## config.mk

```make
export PLATFORM = sky130hd
export DESIGN_NAME = ble_cmd_parser
export DESIGN_NICKNAME = d
export VERILOG_FILES = /design/src/rtl/ble_pkg.sv /design/src/rtl/byte_timeout_timer.sv /design/src/rtl/ble_cmd_parser.sv
export SDC_FILE = /design/constraint.sdc
export NUM_CORES = 1
export LEC_CHECK = 0
export BUFFER_PORTS_ARGS = -buffer_cell sky130_fd_sc_hd__buf_2
export CAP_MARGIN = 20
export CORE_UTILIZATION = 40
export DETAILED_ROUTE_END_ITERATION = 10
export PLACE_DENSITY = 0.66
export SYNTH_ARGS = -nofsm -noshare
export SYNTH_HDL_FRONTEND = slang
export SYNTH_SLANG_ARGS = --single-unit
```

## constraint.sdc

```tcl
create_clock -name clk_in -period 3.2 [get_ports clk_in]
set_input_delay 0.32 -clock clk_in [delete_from_list [all_inputs] [get_ports clk_in]]
set_output_delay 0.32 -clock clk_in [all_outputs]
set_load 0.02 [all_outputs]
```

## src/rtl/ble_pkg.sv

```systemverilog
// rtl/ble_pkg.sv - shared types and constants for the BLE command parser
// Contents:
//   state_t      : parser FSM states
//   ERR_*        : drop reason codes reported on err_code_out
//   CMD_*        : command codes shared with the gameplay controller
package ble_pkg;

  typedef enum logic [2:0] {
    IDLE    = 3'd0,
    CMD     = 3'd1,
    LEN     = 3'd2,
    PAYLOAD = 3'd3,
    CHK     = 3'd4
  } state_t;

  localparam logic [1:0] ERR_CHECKSUM = 2'd1;
  localparam logic [1:0] ERR_LENGTH   = 2'd2;
  localparam logic [1:0] ERR_TIMEOUT  = 2'd3;

  localparam logic [7:0] CMD_SWING = 8'h01;
  localparam logic [7:0] CMD_AIM   = 8'h02;
  localparam logic [7:0] CMD_PAN   = 8'h03;

endpackage

```

## src/rtl/byte_timeout_timer.sv

```systemverilog
// rtl/byte_timeout_timer.sv - saturating inter-byte timeout counter
// Ports:
//   clk_in      : clock
//   rst_in      : synchronous active-high reset
//   en_in       : count one cycle while high
//   clr_in      : return the count to zero (dominates en_in)
//   expired_out : high while the count sits at TIMEOUT_CYCLES
module byte_timeout_timer #(
  parameter int TIMEOUT_CYCLES = 742500
) (
  input  logic clk_in,
  input  logic rst_in,
  input  logic en_in,
  input  logic clr_in,
  output logic expired_out
);

  localparam int W = $clog2(TIMEOUT_CYCLES + 1);
  localparam logic [W-1:0] LIMIT = W'(TIMEOUT_CYCLES);

  logic [W-1:0] count_q;
  logic [W-1:0] count_d;

  // Holds at LIMIT rather than wrapping so a stalled packet stays expired.
  always_comb begin
    count_d = count_q;
    if (clr_in) begin
      count_d = '0;
    end else if (en_in && (count_q != LIMIT)) begin
      count_d = count_q + 1'b1;
    end
  end

  always_ff @(posedge clk_in) begin
    if (rst_in) begin
      count_q <= '0;
    end else begin
      count_q <= count_d;
    end
  end

  assign expired_out = (count_q == LIMIT);

endmodule

```

## src/rtl/ble_cmd_parser.sv

```systemverilog
// rtl/ble_cmd_parser.sv - frames, checks and decodes BLE UART packets into commands
// Packet: HEADER_BYTE, CMD, LEN, LEN payload bytes, CHK (XOR of CMD, LEN, payload).
// Optional: define BLE_PARSER_STATS_EN to add saturating good/error packet counters.
// Ports:
//   clk_in         : pixel clock
//   rst_in         : synchronous active-high reset
//   byte_in        : received byte, valid while byte_valid_in is high
//   byte_valid_in  : single-cycle byte strobe
//   cmd_out        : command code of the last good packet
//   payload_out    : payload of the last good packet, byte i at [8i+7:8i]
//   len_out        : payload length of the last good packet
//   cmd_valid_out  : single-cycle strobe for a good packet
//   err_out        : single-cycle strobe for a dropped packet
//   err_code_out   : drop reason, valid with err_out
//   good_count_out : (stats only) saturating count of good packets
//   err_count_out  : (stats only) saturating count of dropped packets
//   busy_out       : a packet is partially received
module ble_cmd_parser
  import ble_pkg::*;
#(
  parameter int          MAX_PAYLOAD    = 4,
  parameter int          TIMEOUT_CYCLES = 742500,
  parameter logic [7:0]  HEADER_BYTE    = 8'hA5
) (
  input  logic        clk_in,
  input  logic        rst_in,
  input  logic [7:0]  byte_in,
  input  logic        byte_valid_in,
  output logic [7:0]  cmd_out,
  output logic [31:0] payload_out,
  output logic [2:0]  len_out,
  output logic        cmd_valid_out,
  output logic        err_out,
  output logic [1:0]  err_code_out,
`ifdef BLE_PARSER_STATS_EN
  output logic [15:0] good_count_out,
  output logic [15:0] err_count_out,
`endif
  output logic        busy_out
);

  localparam logic [7:0] MAX_LEN_B = 8'(MAX_PAYLOAD);

  state_t      state_q, state_d;
  logic [7:0]  cmd_q, cmd_d;
  logic [2:0]  len_q, len_d;
  logic [2:0]  idx_q, idx_d;
  logic [7:0]  acc_q, acc_d;
  logic [31:0] buf_q, buf_d;

  logic [7:0]  cmd_out_q, cmd_out_d;
  logic [31:0] payload_out_q, payload_out_d;
  logic [2:0]  len_out_q, len_out_d;
  logic        cmd_valid_q, cmd_valid_d;
  logic        err_q, err_d;
  logic [1:0]  err_code_q, err_code_d;

  logic        timer_expired;

  // Timer only runs mid-packet; every accepted byte restarts the window.
  byte_timeout_timer #(
    .TIMEOUT_CYCLES(TIMEOUT_CYCLES)
  ) u_timer (
    .clk_in      (clk_in),
    .rst_in      (rst_in),
    .en_in       (state_q != IDLE),
    .clr_in      (byte_valid_in || (state_q == IDLE)),
    .expired_out (timer_expired)
  );

  always_comb begin
    state_d       = state_q;
    cmd_d         = cmd_q;
    len_d         = len_q;
    idx_d         = idx_q;
    acc_d         = acc_q;
    buf_d         = buf_q;
    cmd_out_d     = cmd_out_q;
    payload_out_d = payload_out_q;
    len_out_d     = len_out_q;
    cmd_valid_d   = 1'b0;
    err_d         = 1'b0;
    err_code_d    = err_code_q;

    // A byte on the expiry cycle takes priority over the timeout.
    if (byte_valid_in) begin
      case (state_q)
        IDLE: begin
          if (byte_in == HEADER_BYTE) begin
            state_d = CMD;
          end
        end
        CMD: begin
          cmd_d   = byte_in;
          acc_d   = byte_in;
          state_d = LEN;
        end
        LEN: begin
          acc_d = acc_q ^ byte_in;
          len_d = byte_in[2:0];
          idx_d = 3'd0;
          // Clear so payload bytes at and above the length read as zero.
          buf_d = '0;
          if (byte_in > MAX_LEN_B) begin
            err_d      = 1'b1;
            err_code_d = ERR_LENGTH;
            state_d    = IDLE;
          end else if (byte_in == 8'd0) begin
            state_d = CHK;
          end else begin
            state_d = PAYLOAD;
          end
        end
        PAYLOAD: begin
          buf_d[{idx_q[1:0], 3'b000} +: 8] = byte_in;
          acc_d = acc_q ^ byte_in;
          idx_d = idx_q + 3'd1;
          if (idx_q == (len_q - 3'd1)) begin
            state_d = CHK;
          end
        end
        CHK: begin
          if (byte_in == acc_q) begin
            cmd_valid_d   = 1'b1;
            cmd_out_d     = cmd_q;
            payload_out_d = buf_q;
            len_out_d     = len_q;
          end else begin
            err_d      = 1'b1;
            err_code_d = ERR_CHECKSUM;
          end
          state_d = IDLE;
        end
        default: state_d = IDLE;
      endcase
    end else if ((state_q != IDLE) && timer_expired) begin
      err_d      = 1'b1;
      err_code_d = ERR_TIMEOUT;
      state_d    = IDLE;
    end
  end

  always_ff @(posedge clk_in) begin
    if (rst_in) begin
      state_q       <= IDLE;
      cmd_q         <= '0;
      len_q         <= '0;
      idx_q         <= '0;
      acc_q         <= '0;
      buf_q         <= '0;
      cmd_out_q     <= '0;
      payload_out_q <= '0;
      len_out_q     <= '0;
      cmd_valid_q   <= 1'b0;
      err_q         <= 1'b0;
      err_code_q    <= '0;
    end else begin
      state_q       <= state_d;
      cmd_q         <= cmd_d;
      len_q         <= len_d;
      idx_q         <= idx_d;
      acc_q         <= acc_d;
      buf_q         <= buf_d;
      cmd_out_q     <= cmd_out_d;
      payload_out_q <= payload_out_d;
      len_out_q     <= len_out_d;
      cmd_valid_q   <= cmd_valid_d;
      err_q         <= err_d;
      err_code_q    <= err_code_d;
    end
  end

  assign cmd_out       = cmd_out_q;
  assign payload_out   = payload_out_q;
  assign len_out       = len_out_q;
  assign cmd_valid_out = cmd_valid_q;
  assign err_out       = err_q;
  assign err_code_out  = err_code_q;
  assign busy_out      = (state_q != IDLE);

`ifdef BLE_PARSER_STATS_EN
  logic [15:0] good_cnt_q, good_cnt_d;
  logic [15:0] err_cnt_q, err_cnt_d;

  always_comb begin
    good_cnt_d = good_cnt_q;
    err_cnt_d  = err_cnt_q;
    if (cmd_valid_q && (good_cnt_q != 16'hFFFF)) begin
      good_cnt_d = good_cnt_q + 16'd1;
    end
    if (err_q && (err_cnt_q != 16'hFFFF)) begin
      err_cnt_d = err_cnt_q + 16'd1;
    end
  end

  always_ff @(posedge clk_in) begin
    if (rst_in) begin
      good_cnt_q <= '0;
      err_cnt_q  <= '0;
    end else begin
      good_cnt_q <= good_cnt_d;
      err_cnt_q  <= err_cnt_d;
    end
  end

  assign good_count_out = good_cnt_q;
  assign err_count_out  = err_cnt_q;
`endif

endmodule
```

==> metrics.csv <==
metric;value;unit
fmax;437.4;MHz
cts_made_buffers;17;
post-route-util;48.34;%
area_growth;16.45;%
clk_pin_slew_worst_paths;0.05;ns
path_buf_inv;0;
synth_seq_cells;124;
cp_max_fo;9;
fp.dieH;117.1;µm
whs;0.2817;ns
nets;632;
async_reset_ff_share;0;%
synth_edf_count;0;
path_delay_family;simple AND/OR/NAND/NOR gates;
grt_pass1_wl;18820;µm
postCtsResizedCells;0;
synth_ff_type;dfxtp_1;
vias;4166;
drc_errors;0;
cts_tree;yes;
port_buffers;58;
worst_slew_pin_slew;0.7403;ns
fp-row-count;41;
relSlewSlack;50.55;%
synthDistinctLibCells;55;
wl;11500;µm
period_needed;2.286;ns
clock-root-buffer;clkbuf_16;
antenna_found_initial;0;
cts_buffer_depth;2;
die-area;13720;µm²
p_per_area;563.3;nW/µm²
cpMaxStageDelayCell;nor2b_1;
avgSynthCellArea;9.254;µm²
grt_remaining_overflow;0;
dp.cells;765;
first_pass_iters;5;
grt_max_degree;69;
initial_core_util;41.51;%
io_pins;59;
syn_nets;593;
worst_setup_path_end_kind;register;
via_per_inst;5.240;
yosysWarningCount;0;
die_w;117.1;µm
drtIter0Drc;271;
place_congestion;0.7616;
synth_seq_area_share;46.81;%
status;completed;
finalSetupViolCount;0;
crit_type;register to register;
post_cts_buffers;0;
power.leakage;2.701;nW
tns;0;ns
fin_cells;795;
cts_hold_buf;0;
track_usage;18.29;%
antenna_cells;0;
clkSinkCount;124;
postRouteAntennaNets;0;
rsz0062_at_grt;false;
slowest_delay;0.66;ns
skew;0.007517;ns
drv_cap;0;
clk-insertion-delay-late;0.42;ns
wl_per_cell;14.47;µm
fin_crit_sh;71.44;%
htree_levels;4;
timing.final.hold_violations;0;
finalMaxSlewViolations;0;
start_kind;register;
core_area;12770;µm²
syn_inst;573;
setup_ws;0.9140;ns
dp_hpwl;7724;µm
crit_chain;nor2b_1 -> nand2_2 -> nor2_1 -> a21oi_1 -> a221oi_1;
grt_pass1_vias;3812;
drive_gt1_share;16.37;%
dp_slack;0.9706;ns
synthesis.area;5303;µm²
min_path_type;input pin to register;
worstPathArrival;2.61;ns
peakVddDrop;322.4;µV
critPathRequiredTime;3.52;ns
-- state kept, by name, summed over array words and instances (netlist names) --
register         cells
acc_q                8
buf_q               32
cmd_out              8
cmd_q                8
cmd_valid_out        1
err_code_out         2
err_out              1
idx_q                3
len_out              3
len_q                3
payload_out         32
state_q              3
u_timer.count_q     20
-- cell usage after synthesis (2+ instances only) --
master    number  area, µm²
a21oi_1       32      160.2
a22oi_1       32      240.2
a31oi_1        4      25.02
and2_1         2      12.51
and3b_1        2      17.52
and4_1         5      43.79
and4b_1        5      50.05
buf_2         12      60.06
buf_4          5      37.54
buf_6          6      67.56
clkbuf_1      15      56.30
dfxtp_1      124       2482
ha_1           9      112.6
inv_1          6      22.52
mux2i_1       44      440.4
nand2_1       39      146.4
nand3_1        8      40.04
nand4_1        8      50.05
nand4b_1       2      17.52
nor2_1       108      405.4
nor3_1         8      40.04
nor4_1         3      18.77
nor4b_4        3      71.32
o211ai_1       9      67.56
o21ai_0       21      105.1
o21ai_1        5      25.02
o31a_1         2      17.52
or3_1          7      43.79
or4_1          4      30.03
xnor2_1        2      17.52
xor2_1        17      148.9
-- report_power, final --
group | total (W) | internal, W | switching, W
Combinational | 0.0000708 | 0.0000145 | 0.0000563
Sequential | 0.00155 | 0.00155 | 0.00000228
Clock | 0.00186 | 0.00121 | 0.000644
-- metal layers --
metal / global-route usage [%] / vias up / routed length [µm] / part of all wire, %
met2: 28.01 / 84 / 5409 / 47
met4: 8.861 / 0 / 129 / 1.1
li1: - / 2093 / - / -
met5: 0 / - / 0 / 0
met3: 5.870 / 9 / 605 / 5.3
met1: 23.30 / 1980 / 5359 / 47
-- layout make-up --
class	count	area, µm²
Inverter	8	32.53
Multi-Input combinational cell	401	2562
Clock inverter	7	88.84
Tap cell	172	215.2
Fill cell	1207	6599
Timing Repair Buffer	60	305.3
Clock buffer	23	488.0
Sequential cell	124	2482
-- placed cells by master (no fill, tap or decap), types with 2 or more instances in the layout --
master     netlist  routed
nand2_1         39      39
o31a_1           2       2
a21oi_1         32      32
a22oi_1         32      32
clkinv_2         0       4
o211ai_1         9       9
nor2_1         108     108
mux2i_1         44      44
and3b_1          2       2
and4_1           5       5
nand4b_1         2       2
dfxtp_1        124     124
nor4_1           3       3
and2_1           2       2
nor4b_4          3       3
clkbuf_16        0      17
ha_1             9       9
a31oi_1          4       4
clkbuf_8         0       4
bufinv_16        0       2
o21ai_1          5       5
xor2_1          17      17
xnor2_1          2       2
nand3_1          8       7
or4_1            4       4
clkbuf_1        15       2
nand3_2          1       2
nand4_1          8       8
or3_1            7       7
nor3_1           8       8
o21ai_0         21      21
buf_4            5       2
and4b_1          5       5
buf_2           12      58
inv_1            6       6
-- logic make-up (layout without fill, tap and decap cells) --
| logic type | after synthesis | count (layout) | share of synthesized area, % |
|---|---|---|---|
| AOI/OAI and AO/OA | 111 | 111 | 13.05 |
| xor gates and xnor gates | 20 | 20 | 3.563 |
| adders and majority gates | 9 | 9 | 2.124 |
| buffers and inverters | 48 | 98 | 4.955 |
| DFF | 124 | 124 | 46.81 |
| muxes | 44 | 44 | 8.306 |
| and+or+nand+nor | 217 | 217 | 21.19 |
-- tightest hold or removal path, delay by kind of cell --
| family | cells | cell delay (ns) |
|---|---|---|
| AND/OR/NAND/NOR | 1 | 0.09 |
| AO/OA/AOI/OAI | 1 | 0.05 |
| buffers and inverters | 1 | 0.19 |
-- path summary, 6_finish.rpt --
path	start	to	slack, ns	depth (start not counted)
setup / recovery	state_q[1]$_SDFFE_PP0P_	state_q[0]$_SDFFE_PP0P_	0.91	5
hold / removal	byte_in[3]	cmd_q[3]$_SDFFE_PP0P_	0.28	3
setup reg to reg	state_q[1]$_SDFFE_PP0P_	state_q[0]$_SDFFE_PP0P_	0.91	5
hold reg to reg	cmd_q[5]$_SDFFE_PP0P_	cmd_q[5]$_SDFFE_PP0P_	0.45	2
-- per-stage QoR --
step	power, W	cell area (µm²)
floorplan	0.001632	5303
global placement	0.001650	5598
detailed placement	0.001652	5598
CTS	0.003513	6175
global route	0.003590	6175
finish	0.003478	6175
Note: power is estimated with default switching activity, not from simulation.
